File: src/rtl/multicycle_ctrl_pkg.sv
// Shared definitions for the multicycle controller.
// Contents:
//   state_t        4-bit FSM state encoding
//   Op*            instruction class codes
//   Res*/SrcA*/SrcB* datapath multiplexer select codes
//   ctrl_t         bundle of the registered datapath controls
//   ctrl_decode()  Moore output table: controls as a function of state only
package multicycle_ctrl_pkg;

  typedef enum logic [3:0] {
    StFetch   = 4'd0,
    StDecode  = 4'd1,
    StMemAdr  = 4'd2,
    StMemRd   = 4'd3,
    StMemWb   = 4'd4,
    StMemWr   = 4'd5,
    StExecR   = 4'd6,
    StExecI   = 4'd7,
    StAluWb   = 4'd8,
    StBranch  = 4'd9,
    StMcStart = 4'd10,
    StMcWait  = 4'd11,
    StMcWb    = 4'd12
  } state_t;

  // Instruction classes
  localparam logic [1:0] OpData   = 2'b00;
  localparam logic [1:0] OpMem    = 2'b01;
  localparam logic [1:0] OpBranch = 2'b10;
  localparam logic [1:0] OpUndef  = 2'b11;

  // ResultSrc selects
  localparam logic [1:0] ResAluOut    = 2'b00;
  localparam logic [1:0] ResReadData  = 2'b01;
  localparam logic [1:0] ResAluResult = 2'b10;
  localparam logic [1:0] ResMul       = 2'b11;

  // ALUSrcA selects
  localparam logic [1:0] SrcAReg = 2'b00;
  localparam logic [1:0] SrcAPc  = 2'b01;

  // ALUSrcB selects
  localparam logic [1:0] SrcBReg  = 2'b00;
  localparam logic [1:0] SrcBImm  = 2'b01;
  localparam logic [1:0] SrcBFour = 2'b10;

  typedef struct packed {
    logic       next_pc;
    logic       branch;
    logic       mem_w;
    logic       reg_w;
    logic       ir_write;
    logic       adr_src;
    logic [1:0] result_src;
    logic [1:0] alu_src_a;
    logic [1:0] alu_src_b;
    logic       alu_op;
    logic       start;
  } ctrl_t;

  // Unlisted controls stay 0; unused codes 13-15 decode to all-zero.
  function automatic ctrl_t ctrl_decode(state_t s);
    ctrl_t c;
    c = '0;
    case (s)
      StFetch: begin
        c.ir_write   = 1'b1;
        c.next_pc    = 1'b1;
        c.alu_src_a  = SrcAPc;
        c.alu_src_b  = SrcBFour;
        c.result_src = ResAluResult;
      end
      StDecode: begin
        c.alu_src_a  = SrcAPc;
        c.alu_src_b  = SrcBFour;
        c.result_src = ResAluResult;
      end
      StMemAdr: c.alu_src_b = SrcBImm;
      StMemRd:  c.adr_src = 1'b1;
      StMemWb: begin
        c.result_src = ResReadData;
        c.reg_w      = 1'b1;
      end
      StMemWr: begin
        c.adr_src = 1'b1;
        c.mem_w   = 1'b1;
      end
      StExecR: begin
        c.alu_op    = 1'b1;
        c.alu_src_b = SrcBReg;
      end
      StExecI: begin
        c.alu_op    = 1'b1;
        c.alu_src_b = SrcBImm;
      end
      StAluWb: begin
        c.result_src = ResAluOut;
        c.reg_w      = 1'b1;
      end
      StBranch: begin
        c.alu_src_b  = SrcBImm;
        c.result_src = ResAluResult;
        c.branch     = 1'b1;
      end
      StMcStart: c.start = 1'b1;
      StMcWb: begin
        c.result_src = ResMul;
        c.reg_w      = 1'b1;
      end
      default: c = '0;
    endcase
    return c;
  endfunction

endpackage

File: src/rtl/multicycle_ctrl_mcycle_seq.sv
// Multi-cycle unit handshake sequencer (MCSTART -> MCWAIT -> MCWB -> FETCH).
// Only instantiated when MULTICYCLE_CTRL_MCYCLE_EN is defined.
// Ports:
//   state  in   current controller state
//   busy   in   multi-cycle unit busy
//   next   out  next state while in one of the multi-cycle states
module mcycle_seq
  import multicycle_ctrl_pkg::*;
(
  input  state_t state,
  input  logic   busy,
  output state_t next
);

  always_comb begin
    next = StFetch;
    case (state)
      StMcStart: next = StMcWait;
      // Launch pulse lasts one cycle; then wait for the unit to drop busy.
      StMcWait:  next = busy ? StMcWait : StMcWb;
      StMcWb:    next = StFetch;
      default:   next = StFetch;
    endcase
  end

endmodule

File: src/rtl/multicycle_ctrl.sv
// Multicycle processor main controller (Moore FSM).
// Optional feature: define MULTICYCLE_CTRL_MCYCLE_EN to add the multiply/divide
// launch path (states MCSTART/MCWAIT/MCWB, Start output, IsMul/Busy inputs).
// Ports:
//   CLK, RESET                clock, asynchronous active-high reset
//   Op, Funct, CondEx, IsMul  instruction decode inputs, sampled in DECODE/MEMADR
//   Busy                      multi-cycle unit busy
//   NextPC..ALUOp             datapath enables and selects (registered)
//   Start                     one-cycle launch pulse to the multi-cycle unit
//   Illegal                   undefined instruction seen in DECODE
//   State                     current state code, for debug
module multicycle_ctrl
  import multicycle_ctrl_pkg::*;
(
  input  logic       CLK,
  input  logic       RESET,
  input  logic [1:0] Op,
  input  logic [5:0] Funct,
  input  logic       CondEx,
  input  logic       IsMul,
  input  logic       Busy,
  output logic       NextPC,
  output logic       Branch,
  output logic       MemW,
  output logic       RegW,
  output logic       IRWrite,
  output logic       AdrSrc,
  output logic [1:0] ResultSrc,
  output logic [1:0] ALUSrcA,
  output logic [1:0] ALUSrcB,
  output logic       ALUOp,
  output logic       Start,
  output logic       Illegal,
  output logic [3:0] State
);

  state_t state_q, state_d;
  ctrl_t  ctrl_q;

`ifdef MULTICYCLE_CTRL_MCYCLE_EN
  state_t mc_next;

  mcycle_seq u_mcycle_seq (
    .state (state_q),
    .busy  (Busy),
    .next  (mc_next)
  );
`endif

  always_comb begin
    state_d = StFetch;
    case (state_q)
      StFetch: state_d = StDecode;
      StDecode: begin
        if (!CondEx) begin
          state_d = StFetch;
        end else begin
          case (Op)
            OpMem:    state_d = StMemAdr;
`ifdef MULTICYCLE_CTRL_MCYCLE_EN
            OpData:   state_d = IsMul     ? StMcStart :
                                Funct[5]  ? StExecI   : StExecR;
`else
            OpData:   state_d = Funct[5] ? StExecI : StExecR;
`endif
            OpBranch: state_d = StBranch;
            default:  state_d = StFetch;
          endcase
        end
      end
      StMemAdr: state_d = Funct[0] ? StMemRd : StMemWr;
      StMemRd:  state_d = StMemWb;
      StMemWb:  state_d = StFetch;
      StMemWr:  state_d = StFetch;
      StExecR:  state_d = StAluWb;
      StExecI:  state_d = StAluWb;
      StAluWb:  state_d = StFetch;
      StBranch: state_d = StFetch;
`ifdef MULTICYCLE_CTRL_MCYCLE_EN
      StMcStart, StMcWait, StMcWb: state_d = mc_next;
`endif
      // Unused codes (and the multi-cycle codes when that path is absent) recover to FETCH.
      default:  state_d = StFetch;
    endcase
  end

  // Controls are registered from the next state, so they remain a pure function of the
  // state register while coming straight from flops.
  always_ff @(posedge CLK or posedge RESET) begin
    if (RESET) begin
      state_q <= StFetch;
      ctrl_q  <= ctrl_decode(StFetch);
    end else begin
      state_q <= state_d;
      ctrl_q  <= ctrl_decode(state_d);
    end
  end

  assign NextPC    = ctrl_q.next_pc;
  assign Branch    = ctrl_q.branch;
  assign MemW      = ctrl_q.mem_w;
  assign RegW      = ctrl_q.reg_w;
  assign IRWrite   = ctrl_q.ir_write;
  assign AdrSrc    = ctrl_q.adr_src;
  assign ResultSrc = ctrl_q.result_src;
  assign ALUSrcA   = ctrl_q.alu_src_a;
  assign ALUSrcB   = ctrl_q.alu_src_b;
  assign ALUOp     = ctrl_q.alu_op;
  assign State     = state_q;

  // Illegal has to flag the instruction during DECODE itself, where Op is only now
  // valid, so it is decoded combinationally. A condition-failed instruction is squashed
  // before it is classified and never flags.
  assign Illegal = (state_q == StDecode) && CondEx && (Op == OpUndef);

`ifdef MULTICYCLE_CTRL_MCYCLE_EN
  assign Start = ctrl_q.start;
  logic unused_funct;
  assign unused_funct = ^Funct[4:1];
`else
  assign Start = 1'b0;
  logic unused_inputs;
  assign unused_inputs = ^{Funct[4:1], IsMul, Busy, ctrl_q.start};
`endif

endmodule
File: config.mk
export PLATFORM = sky130hd
export DESIGN_NAME = multicycle_ctrl
export DESIGN_NICKNAME = d
export VERILOG_FILES = /design/src/rtl/multicycle_ctrl_pkg.sv /design/src/rtl/multicycle_ctrl_mcycle_seq.sv /design/src/rtl/multicycle_ctrl.sv
export SDC_FILE = /design/constraint.sdc
export NUM_CORES = 1
export LEC_CHECK = 0
export CAP_MARGIN = 10
export CORE_MARGIN = 5
export CORE_UTILIZATION = 35
export CTS_CLUSTER_SIZE = 12
export DETAILED_ROUTE_END_ITERATION = 12
export GPL_TIMING_DRIVEN = 0
export PLACE_DENSITY = 0.73
export SYNTH_ARGS = -nofsm -noshare
export SYNTH_HDL_FRONTEND = slang
export SYNTH_SLANG_ARGS = --single-unit
File: constraint.sdc
create_clock -name CLK -period 1.1 [get_ports CLK]
set_input_delay 0.22 -clock CLK [delete_from_list [all_inputs] [get_ports CLK]]
set_output_delay 0.22 -clock CLK [all_outputs]
set_load 0.02 [all_outputs]
-- After elaboration in Yosys (flattened, before gate mapping)
Index checks and enable logic that the tools add are counted.
- muxes and demuxes: 14
- equal/unequal tests: 18
- reductions and logical operators: 12
- operator list (kind ; number):
    4-bit by 3-bit equality test with 1-bit output (second input constant) ; 6
    4-bit case mux with 5 select lines ; 1
    4-bit by 2-bit equality test with 1-bit output (second input constant) ; 4
    4-bit equality test (second input constant) ; 3
    4-bit case mux with 3 select lines ; 1
    3-bit OR reduction ; 3
    4-bit by 1-bit equality test with 1-bit output (second input constant) ; 2
    4-bit logical NOT ; 2
    1-bit two-way mux ; 8
    2-bit OR reduction ; 4
    2-bit case mux with 3 select lines ; 1
    2-bit equality test (second input constant) ; 2
    4-bit two-way mux ; 1
    2-bit case mux with 2 select lines ; 1
    3-bit two-way mux ; 1
    2-bit by 1-bit equality test with 1-bit output (second input constant) ; 1
    1-bit logical AND ; 2
    2-bit logical NOT ; 1
- output and inout bits: 19
- bits of input ports: 13
- register bits after elaboration: 16
- logic and storage cells: 54

-- Logic depth before layout (Yosys ltp)
Gate-level depths: netlist of run 1.
- depth after elaboration: 7
- gate-level depth with buffers: 5

-- Worst setup path before layout of run 1
OpenSTA, ideal clock, no wires.
- kind: reg2out
- start: register state_q[3] (netlist: State[3])
- end: output Illegal
- setup slack: -0.303 ns
- required time: 0.880 ns
- buffers on the path: 0
- cell stages (with the launch flop): 4
- data arrival time: 1.183 ns
- cells stage by stage: dfrtp_1 > nor2_4 > nand4b_1 > nor2_1
- word-level cells in the longest chain between the ends: 3
- RTL lines (element ; line ; text):
    from (decl) ; multicycle_ctrl.sv:37 ; state_t state_q, state_d;
    from (signal assigned) ; multicycle_ctrl.sv:91 ; state_q <= StFetch;
    from (signal assigned) ; multicycle_ctrl.sv:94 ; state_q <= state_d;
    4-bit by 1-bit equality test with 1-bit output ; multicycle_ctrl.sv:114 ; assign Illegal = (state_q == StDecode) && CondEx && (Op == OpUndef);
    1-bit logical AND (2 in a row) ; multicycle_ctrl.sv:114 ;
    to (decl) ; multicycle_ctrl.sv:33 ; output logic Illegal,
Every way passes these cells.

-- Worst setup path after layout of run 1
Ends and elaborated chain as after synthesis.

==> impl_metrics.tcl, run 1 <==
set metrics [dict create \
    outcome "complete, but fails checks" \
    failed_checks "setup timing" \
    cp_max_fo 2 \
    clock_path_buffers 2 \
    critPathLaunchType "register" \
    setup_viol 22 \
    final.period_utilization_pct 133 \
    clkLatencyLatePin_ns 0.28 \
    final_nets 109 \
    synth_area_um2 684 \
    worstMarginPinSlew_ns 0.543 \
    final-seq-area_um2 385 \
    synth_seq_cells 15 \
    r2r_slack_ns -0.34 \
    drt_iter0_drc 5 \
    syn_inst 55 \
    grt_pass1_wl_um 2580 \
    synthTopCellsByArea "dfrtp_1 (40%), dfstp_2 (15%), a21boi_1 (3.3%)" \
    hold_slack_ns 0.276 \
    first_pass_iters 2 \
    wire_per_inst_um 13.0 \
    grt_pass1_vias 576 \
    path_class "register to primary output" \
    die_w_um 54.2 \
    total_power_mw 2.56 \
    final_hold_viol_count 0 \
    slew_headroom_pct 63.8 \
    cp_data_required_time_ns 0.88 \
    dp_hpwl_um 1060 \
    clock-sinks 15 \
    post-route-drc-count 0 \
    leakagePower_nw 0.523 \
    ys_seq_area_share_pct 55.6 \
    fillCellCount 182 \
    fp-row-count 16 \
    antenna-diode-count 0 \
    multi_input_area_um2 293 \
    clk_pin_slew_ns 0.09 \
    die_h_um 54.2 \
    grt_max_degree 16 \
    cts_root_buffer "clkbuf_4" \
    synth_top_cell_by_area "dfrtp_1" \
    yosysMostFrequentCell "dfrtp_1" \
    drt-vias-per-instance 4.42 \
    ir_worst_vdd_v 0.00117 \
    rsz0062_at_grt "yes" \
    die_area_um2 2940 \
    maxCapViolations 0 \
    cts_tree "built" \
    antenna_found_initial 0 \
    place.port_buffers 23 \
    fmax_ghz 0.685 \
    synth_cell_types 30 \
    yosys_warnings 0 \
    fin_skew_ns 0.00178 \
    core-area_um2 1920 \
    finalWorstSetupSlack_ns -0.360 \
    synth_edf_count 0 \
    reg2reg_depth 6 \
    layout-drive-gt1-share_pct 61.1 \
    min_period_ns 1.46 \
    gp_congestion 0.749 \
    arrival_ns 1.24 \
    drtAntennaViolNets 0 \
    synth-async-reset-ratio_pct 100 \
    overflow 0 \
    io-pin-count 32 \
    synth_top_cell_area_share_pct 40.2 \
    power.density_nw_per_um2 2330 \
    numCtsBuffers 3 \
    area_growth_pct 60.3 \
    grtUsageTotal_pct 12.1 \
    synth_flop_cell "dfrtp_1" \
    rr_startpoint "State[3]$_DFF_PP0_" \
    num_vias 539 \
    initial_core_util_pct 35.6 \
    hold_class "input port to async pin" \
    cts_hold_buf 0 \
    reg2reg_to "MemW$_DFF_PP0_" \
    worstSetupEndpointType "primary output" \
    synth.top_cells.by_count "dfrtp_1 (11), dfstp_2 (4), nor2_1 (4)" \
    finalMaxSlewViolations 0 \
    cts_max_level 1 \
    avgSynthCellArea_um2 12.4 \
    drt-total-wl_um 1590 \
]
==> through the flow <==
| step | setup TNS [ns] | worst slack [ns] | std cells | instance area [um2] | util (%) |
|---|---|---|---|---|---|
| floorplan | -0.731 | -0.127 | 56 | 711 | - |
| global placement | -7.14 | -0.859 | 106 | 975 | 50.7 |
| detailed placement | -7.48 | -0.863 | 106 | 975 | 50.7 |
| CTS | -3.53 | -0.371 | 120 | 1060 | 55.1 |
| global route | -5.09 | -0.473 | 122 | 1100 | 57.1 |
| finish | -3.91 | -0.360 | 122 | 1100 | 57.1 |
==> state kept, by name, indices dropped and copies added (netlist names) <==
name	cells
IRWrite	1
State	4
ALUSrcB	2
ALUOp	1
RegW	1
MemW	1
AdrSrc	1
Branch	1
ResultSrc	2
ALUSrcA	1
==> worst max path at each step <==
| stage | start | end |
|---|---|---|
| 4_1_cts | State[3]$_DFF_PP0_ | Illegal |
| 5_1_grt | State[3]$_DFF_PP0_ | Illegal |
| 2_1_floorplan | State[2]$_DFF_PP0_ | Illegal |
| 3_5_place_dp | Op[1] | Illegal |
| 6_report | State[3]$_DFF_PP0_ | Illegal |
| 3_3_place_gp | Op[1] | Illegal |
==> power by group <==
group          internal, mW  switching [mW]
Clock                 0.135           0.180
Combinational         0.692           0.692
Sequential            0.761          0.0963
==> cells in the final DEF (no fill, tap or decap), types with 2 or more instances in the layout <==
| cell | instances |
|---|---|
| buf_2 | 8 |
| conb_1 | 2 |
| dfstp_2 | 4 |
| dfrtp_2 | 4 |
| clkdlybuf4s50_1 | 5 |
| nor2_4 | 2 |
| nor2_1 | 3 |
| buf_6 | 17 |
| a21boi_2 | 2 |
| clkbuf_4 | 3 |
| nor2b_1 | 2 |
| nand3b_1 | 2 |
| a21oi_1 | 2 |
| nand2_1 | 2 |
| buf_4 | 8 |
| dfrtp_1 | 7 |
==> worst max-delay path: stages (launching register included) <==
cell and delay (ns):
dfrtp_2 0.44, nor2_4 0.11, nand4b_1 0.16, nor2_4 0.12, buf_6 0.12
==> final cells by class <==
type | count | share of cell area [%]
Buffer | 4 | 3.42
Timing Repair Buffer | 35 | 28.5
Clock buffer | 3 | 2.05
Clock inverter | 1 | 0.456
Tap cell | 27 | 3.08
Inverter | 2 | 0.684
Multi-Input combinational cell | 35 | 26.7
Sequential cell | 15 | 35.1
==> kinds of logic (layout without fill, tap and decap cells) <==
logic type      after synthesis  count (layout)  synth area share [%]
other cells                   1               2                 0.548
flops                        15              15                  55.6
compound gates               10              10                  13.0
buf+inv                       6              45                  5.12
simple gates                 23              23                  25.8
==> repair_timing <==
item	in CTS	in global routing
pin swaps	9	8
buffers inserted	10	2
endpoints found under the setup margin	28	23
gates resized for setup	91	6
gates cloned	0	0
==> routing by layer <==
| layer | share of wire, % | up-vias | wire length, um | global-route usage, % |
|---|---|---|---|---|
| met3 | 5.7 | 2 | 91 | 2.72 |
| met1 | 44 | 248 | 696 | 15.5 |
| met2 | 50 | 20 | 787 | 20.1 |
| met4 | 0.76 | 0 | 12 | 3.73 |
| met5 | 0 | - | 0 | 0 |
| li1 | - | 269 | - | - |
Power figures use the tool's default switching activity.
==> run 2, diff against run 1 <==
--- a/config.mk
+++ b/config.mk
@@ -7,11 +7,11 @@
 export LEC_CHECK = 0
 export CAP_MARGIN = 10
 export CORE_MARGIN = 5
-export CORE_UTILIZATION = 35
+export CORE_UTILIZATION = 39
 export CTS_CLUSTER_SIZE = 12
 export DETAILED_ROUTE_END_ITERATION = 12
 export GPL_TIMING_DRIVEN = 0
-export PLACE_DENSITY = 0.73
+export PLACE_DENSITY = 0.77
 export SYNTH_ARGS = -nofsm -noshare
 export SYNTH_HDL_FRONTEND = slang
 export SYNTH_SLANG_ARGS = --single-unit
==> constraint.sdc (replaced) <==
create_clock -name CLK -period 1.5 [get_ports CLK]
set_input_delay 0.3 -clock CLK [delete_from_list [all_inputs] [get_ports CLK]]
set_output_delay 0.3 -clock CLK [all_outputs]
set_load 0.02 [all_outputs]
==> run 2 against run 1 <==
The flow still finishes with violations (setup timing). Non-clock buffer count is 6 lower. Count of clock-buffer cells in the layout stayed put. Die area is 8.4% lower. Routed wire length is 7.4% lower. Sequential share of layout area is 3.4 points higher. Global-route usage is 0.37 points lower. Register-to-register slack better by 0.44 ns. Critical path type unchanged. Final cell count is 13% lower. Worst hold slack better by 0.077 ns. Critical path depth stayed put. Sequential power is 28% lower.
==> impl_metrics.tcl, run 2 (synthesis gave the netlist of run 1 again) <==
set metrics [dict create \
    outcome "complete, but fails checks" \
    failed_checks "setup timing" \
    io-pin-count 32 \
    final_hold_viol_count 0 \
    mostFrequentLayoutCells "dlygate4sd2_1 (15), buf_4 (11), dfrtp_1 (8)" \
    utilization_pct 59.1 \
    switchingPower_uw 658 \
    arrival_ns 1.25 \
    worstSetupEndpointType "primary output" \
    hold_slack_ns 0.353 \
    die_area_um2 2690 \
    setup_viol 1 \
    num_vias 536 \
    grtUsageTotal_pct 11.7 \
    fmax_ghz 0.646 \
    slowest_stage "dfrtp_2" \
    hold_class "input port to async pin" \
    antenna_found_initial 0 \
    maxCapViolations 0 \
    layout-drive-gt1-share_pct 34.8 \
    min_period_ns 1.55 \
    drt_iter0_drc 9 \
    post-place-ws_ns -0.521 \
    fp-row-count 15 \
    drtAntennaViolNets 0 \
    overflow 0 \
    cpLargestDelayFamily "flip-flops" \
    finalWorstSetupSlack_ns -0.0487 \
    final_cells 106 \
    comb_power_share_pct 49.9 \
    gp_congestion 0.741 \
    fin_skew_ns 0.00166 \
    drt-vias-per-instance 5.06 \
    cp_max_fo 5 \
    p_int_mw 1.03 \
    grt_pass1_vias 492 \
    dp_hpwl_um 1060 \
    grt_pass1_wl_um 2230 \
    cts_tree "built" \
    die_w_um 51.9 \
    final_nets 103 \
    ir_worst_vdd_v 0.000888 \
    post-route-drc-count 0 \
    drt-total-wl_um 1470 \
    first_pass_iters 4 \
    clock_path_buffers 2 \
    p_sw_share_pct 38.9 \
    antenna-diode-count 0 \
    place.port_buffers 23 \
    area_growth_pct 45.9 \
    cp_data_required_time_ns 1.20 \
    initial_core_util_pct 40.5 \
    largest_reg_flops 4 \
    leakagePower_nw 0.496 \
    cts_hold_buf 0 \
    grt_max_degree 16 \
    total_power_mw 1.69 \
    cts_max_level 1 \
    power.density_nw_per_um2 1690 \
    critPathLaunchType "register" \
    final_common_cell "dlygate4sd2_1" \
    cts_root_buffer "clkbuf_4" \
    clkLatencyLatePin_ns 0.28 \
    finalMaxSlewViolations 0 \
    numCtsBuffers 3 \
    clk_pin_slew_ns 0.09 \
    place_inst 96 \
    die_h_um 51.9 \
    core-area_um2 1690 \
    rsz0062_at_grt "yes" \
    seqPwrFrac_pct 36.5 \
    slew_headroom_pct 63.6 \
    worstMarginPinSlew_ns 0.545 \
    critical_path.max_stage_delay_ns 0.46 \
    final.period_utilization_pct 103 \
    clock-sinks 15 \
    clkPwrFrac_pct 13.6 \
    crit_chain "nor2_4 > nand4b_1 > nor2_1 > buf_4" \
    path_class "register to primary output" \
    cp_num_buf_inv 1 \
    wire_per_inst_um 13.9 \
]
==> run 2: path summary, 6_finish.rpt <==
check,from,endpoint,slack [ns],depth (start not counted)
hold / removal,RESET,Branch$_DFF_PP0_,0.35,2
max in group asynchronous,RESET,State[1]$_DFF_PP0_,0.76,2
setup reg to reg,State[1]$_DFF_PP0_,ResultSrc[1]$_DFF_PP1_,0.10,5
min in group CLK,State[3]$_DFF_PP0_,AdrSrc$_DFF_PP0_,0.54,1
setup / recovery,State[3]$_DFF_PP0_,Illegal,-0.05,4
hold reg to reg,State[3]$_DFF_PP0_,AdrSrc$_DFF_PP0_,0.54,1
==> run 2: metal layers <==
metal,track usage [%],part of all wire (%),up-vias,wire [um]
li1,-,-,259,-
met1,12.8,38,257,565
met5,0,0,-,0
met2,20.3,55,16,808
met4,6.55,1.6,0,23
met3,3.15,5.0,4,74
==> run 2: area by class of cell <==
type / instances / area (um2)
timing repair buffer: 29 / 255
multi-input combinational: 35 / 273
tap: 17 / 21.3
inverter: 2 / 7.51
clock buffer: 3 / 22.5
fill: 143 / 691
clock inverter: 1 / 5.00
buffer: 4 / 30.0
sequential: 15 / 384
==> run 2: what timing repair did <==
item | CTS | global route
endpoints found under the setup margin | 17 | 1
pin swaps | 3 | 2
buffers inserted | 1 | 5
gates resized for setup | 28 | 1
endpoints found under the hold margin | 0 | 0
==> run 2: metrics by stage <==
| stage | TNS, ns | cell area, um2 |
|---|---|---|
| 2_1_floorplan | 0 | 688 |
| 3_3_place_gp | -1.24 | 940 |
| 3_5_place_dp | -1.32 | 940 |
| 4_1_cts | -0.0580 | 960 |
| 5_1_grt | -0.163 | 998 |
| 6_report | -0.0487 | 998 |
==> run 2: power groups by stage <==
stage | Sequential (mW) | Clock, mW | Combinational (mW)
3_3_place_gp | 0.641 | 0 | 0.812
4_1_cts | 0.638 | 0.238 | 0.773
3_5_place_dp | 0.646 | 0 | 0.821
5_1_grt | 0.630 | 0.259 | 0.906
2_1_floorplan | 0.782 | 0 | 0.343
6_report | 0.617 | 0.229 | 0.844
==> run 3, diff against run 2 <==
--- a/config.mk
+++ b/config.mk
@@ -5,6 +5,7 @@
 export SDC_FILE = /design/constraint.sdc
 export NUM_CORES = 1
 export LEC_CHECK = 0
+export ABC_AREA = 1
 export CAP_MARGIN = 10
 export CORE_MARGIN = 5
 export CORE_UTILIZATION = 39
==> run 3 against run 2 <==
The run still ends with setup timing left. Core utilization down 2.0 points. Synthesized area down 2.2%. Register-to-register slack better by 0.11 ns. Largest cell class unchanged.
==> impl_metrics.tcl, run 3 <==
set metrics [dict create \
    fin_skew_ns 0.00479 \
    drt_iter0_drc 9 \
    final_cells 124 \
    clock-sinks 15 \
    initial_core_util_pct 40.1 \
    ir_worst_vdd_v 0.000926 \
    synth_seq_cells 15 \
    clock_path_buffers 2 \
    finalMaxSlewViolations 0 \
    die_area_um2 2650 \
    antenna_found_initial 0 \
    mostFrequentLayoutCells "dlygate4sd2_1 (17), nor2_1 (16), dfrtp_1 (10), inv_1 (10), nand2_1 (10)" \
    final_common_cell "dlygate4sd2_1" \
    overflow 0 \
    design_area_um2 953 \
    hold_slack_ns 0.349 \
    yosys_warnings 0 \
    cp_data_required_time_ns 1.20 \
    largest_reg_flops 4 \
    critPathLaunchType "register" \
    place_inst 118 \
    gp_congestion 0.788 \
    reg2reg_depth 7 \
    first_pass_iters 2 \
    failed_checks "setup timing" \
    grt_pass1_wl_um 2110 \
    worstSetupEndpointType "primary output" \
    fp-row-count 15 \
    fillCellCount 162 \
    synth_area_um2 669 \
    yosysMostFrequentCell "nor2_1" \
    cp_max_fo 5 \
    area_growth_pct 42.4 \
    slew_headroom_pct 65.0 \
    synth_cell_types 17 \
    cts_max_level 1 \
    avgSynthCellArea_um2 8.69 \
    io-pin-count 32 \
    reg2reg_to "IRWrite$_DFF_PP1_" \
    r2r_slack_ns 0.21 \
    path_class "register to primary output" \
    grt_max_degree 16 \
    final.period_utilization_pct 105 \
    numCtsBuffers 3 \
    synth_top_cell_by_area "dfrtp_1" \
    ys_seq_area_share_pct 56.8 \
    synth-async-reset-ratio_pct 100 \
    antenna-diode-count 0 \
    die_w_um 51.4 \
    outcome "complete, but fails checks" \
    post-route-drc-count 0 \
    rsz0062_at_grt "yes" \
    cp_num_buf_inv 2 \
    clk_pin_slew_ns 0.08 \
    syn_inst 77 \
    place_area_um2 931 \
    wire_per_inst_um 10.2 \
    drtAntennaViolNets 0 \
    maxCapViolations 0 \
    finalWorstSetupSlack_ns -0.0762 \
    cts_tree "built" \
    power.density_nw_per_um2 1680 \
    clkLatencyLatePin_ns 0.29 \
    drt-vias-per-instance 4.36 \
    hold_class "input port to async pin" \
    min_period_ns 1.58 \
    final_hold_viol_count 0 \
    worstMarginPinSlew_ns 0.525 \
    synth.top_cells.by_count "nor2_1 (16), dfrtp_1 (11), inv_1 (11), nand2_1 (11), nand2_2 (7)" \
    grtUsageTotal_pct 11.0 \
    crit_chain "inv_2 > nand2_2 > nor4_2 > buf_4" \
    drt-total-wl_um 1260 \
    arrival_ns 1.28 \
    synth_top_cell_area_share_pct 41.1 \
    dp_hpwl_um 1010 \
    critical_path.max_stage_delay_ns 0.45 \
    slowest_stage "dfrtp_2" \
    synth_flop_cell "dfrtp_1" \
    leakagePower_nw 0.535 \
    die_h_um 51.4 \
    num_vias 541 \
    cpLargestDelayFamily "flip-flops" \
    setup_viol 1 \
    grt_pass1_vias 491 \
    layout-drive-gt1-share_pct 27.1 \
    final_nets 121 \
    cts_root_buffer "clkbuf_4" \
    core-area_um2 1670 \
    rr_startpoint "State[1]$_DFF_PP0_" \
    post-place-ws_ns -0.609 \
    synth_edf_count 0 \
    fmax_ghz 0.634 \
    synthTopCellsByArea "dfrtp_1 (41%), dfstp_2 (16%), nor2_1 (9.0%)" \
    place.port_buffers 23 \
]
==> run 3: cell count changes after synthesis, sizes merged, moves of 2 or more <==
cell | before | now
a21boi | 3 | 0
nand3b | 2 | 0
a21oi | 2 | 0
nor2 | 5 | 19
inv | 2 | 12
nor2b | 2 | 0
o21bai | 2 | 0
nor3b | 2 | 0
nand3 | 2 | 4
o21ai | 3 | 1
nand2 | 2 | 18
==> run 3: final cells by class <==
| class | count | area, um2 | area share, % |
|---|---|---|---|
| plain buffers | 3 | 22.5 | 2.36 |
| repair buffers | 25 | 223 | 23.4 |
| inverters | 12 | 45.0 | 4.72 |
| clock buffers | 4 | 26.3 | 2.76 |
| flip-flops and latches | 15 | 382 | 40.0 |
| multi-input cells | 48 | 234 | 24.5 |
| well taps | 17 | 21.3 | 2.23 |
==> run 3: per-stage QoR <==
step                      utilization (%)  power [mW]  setup TNS, ns
after detailed placement             55.7        1.45         -0.634
final                                57.1        1.60        -0.0762
after global routing                 57.1        1.71         -0.165
after CTS                            56.0        1.58        -0.0976
after global placement               55.7        1.43         -0.607
after floorplan                         -        1.11              0
==> run 3: per-layer routing <==
layer / vias to the layer above / global-route usage (%) / routed length (um)
li1: 283 / - / -
met1: 235 / 12.3 / 522
met2: 18 / 17.6 / 606
met3: 5 / 3.50 / 92
met4: 0 / 7.86 / 38
met5: - / 0 / 0
==> run 3: report_power, final <==
part,switching (mW),internal (mW),total [mW]
Sequential,0.0622,0.550,0.612
Combinational,0.471,0.288,0.759
Clock,0.123,0.104,0.227
==> run 3: worst max-delay path by stage <==
| stage | startpoint | endpoint | slack (ns) | cells past startpoint |
|---|---|---|---|---|
| 2_1_floorplan | State[1]$_DFF_PP0_ | Illegal | 0.06 | 3 |
| 3_3_place_gp | Op[1] | Illegal | -0.60 | 4 |
| 3_5_place_dp | Op[1] | Illegal | -0.61 | 4 |
| 4_1_cts | State[1]$_DFF_PP0_ | Illegal | -0.1 | 4 |
| 5_1_grt | State[1]$_DFF_PP0_ | Illegal | -0.17 | 4 |
| 6_report | State[1]$_DFF_PP0_ | Illegal | -0.08 | 4 |
==> run 3: cells by family after synthesis <==
group / after synthesis / share of synthesized area [%]
DFF: 15 / 56.8
AOI/OAI and AO/OA: 1 / 0.747
other: 1 / 0.560
buffers and inverters: 15 / 10.1
and+or+nand+nor: 45 / 31.8
==> run 3: what timing repair did <==
| action | CTS | global route |
|---|---|---|
| endpoints found under the setup margin | 17 | 1 |
| pin swaps | 0 | 1 |
| buffers inserted | 0 | 2 |
| gates resized for setup | 27 | 2 |
| hold buffers | 0 | 0 |
==> run 3: worst reg2reg max path, stage by stage (launching register included) <==
cell and delay (ns):
dfrtp_2 0.45, buf_4 0.15, nand2_1 0.09, nor2_1 0.06, nor2_2 0.13, nand2_2 0.08, nor2_4 0.13, and2_1 0.14
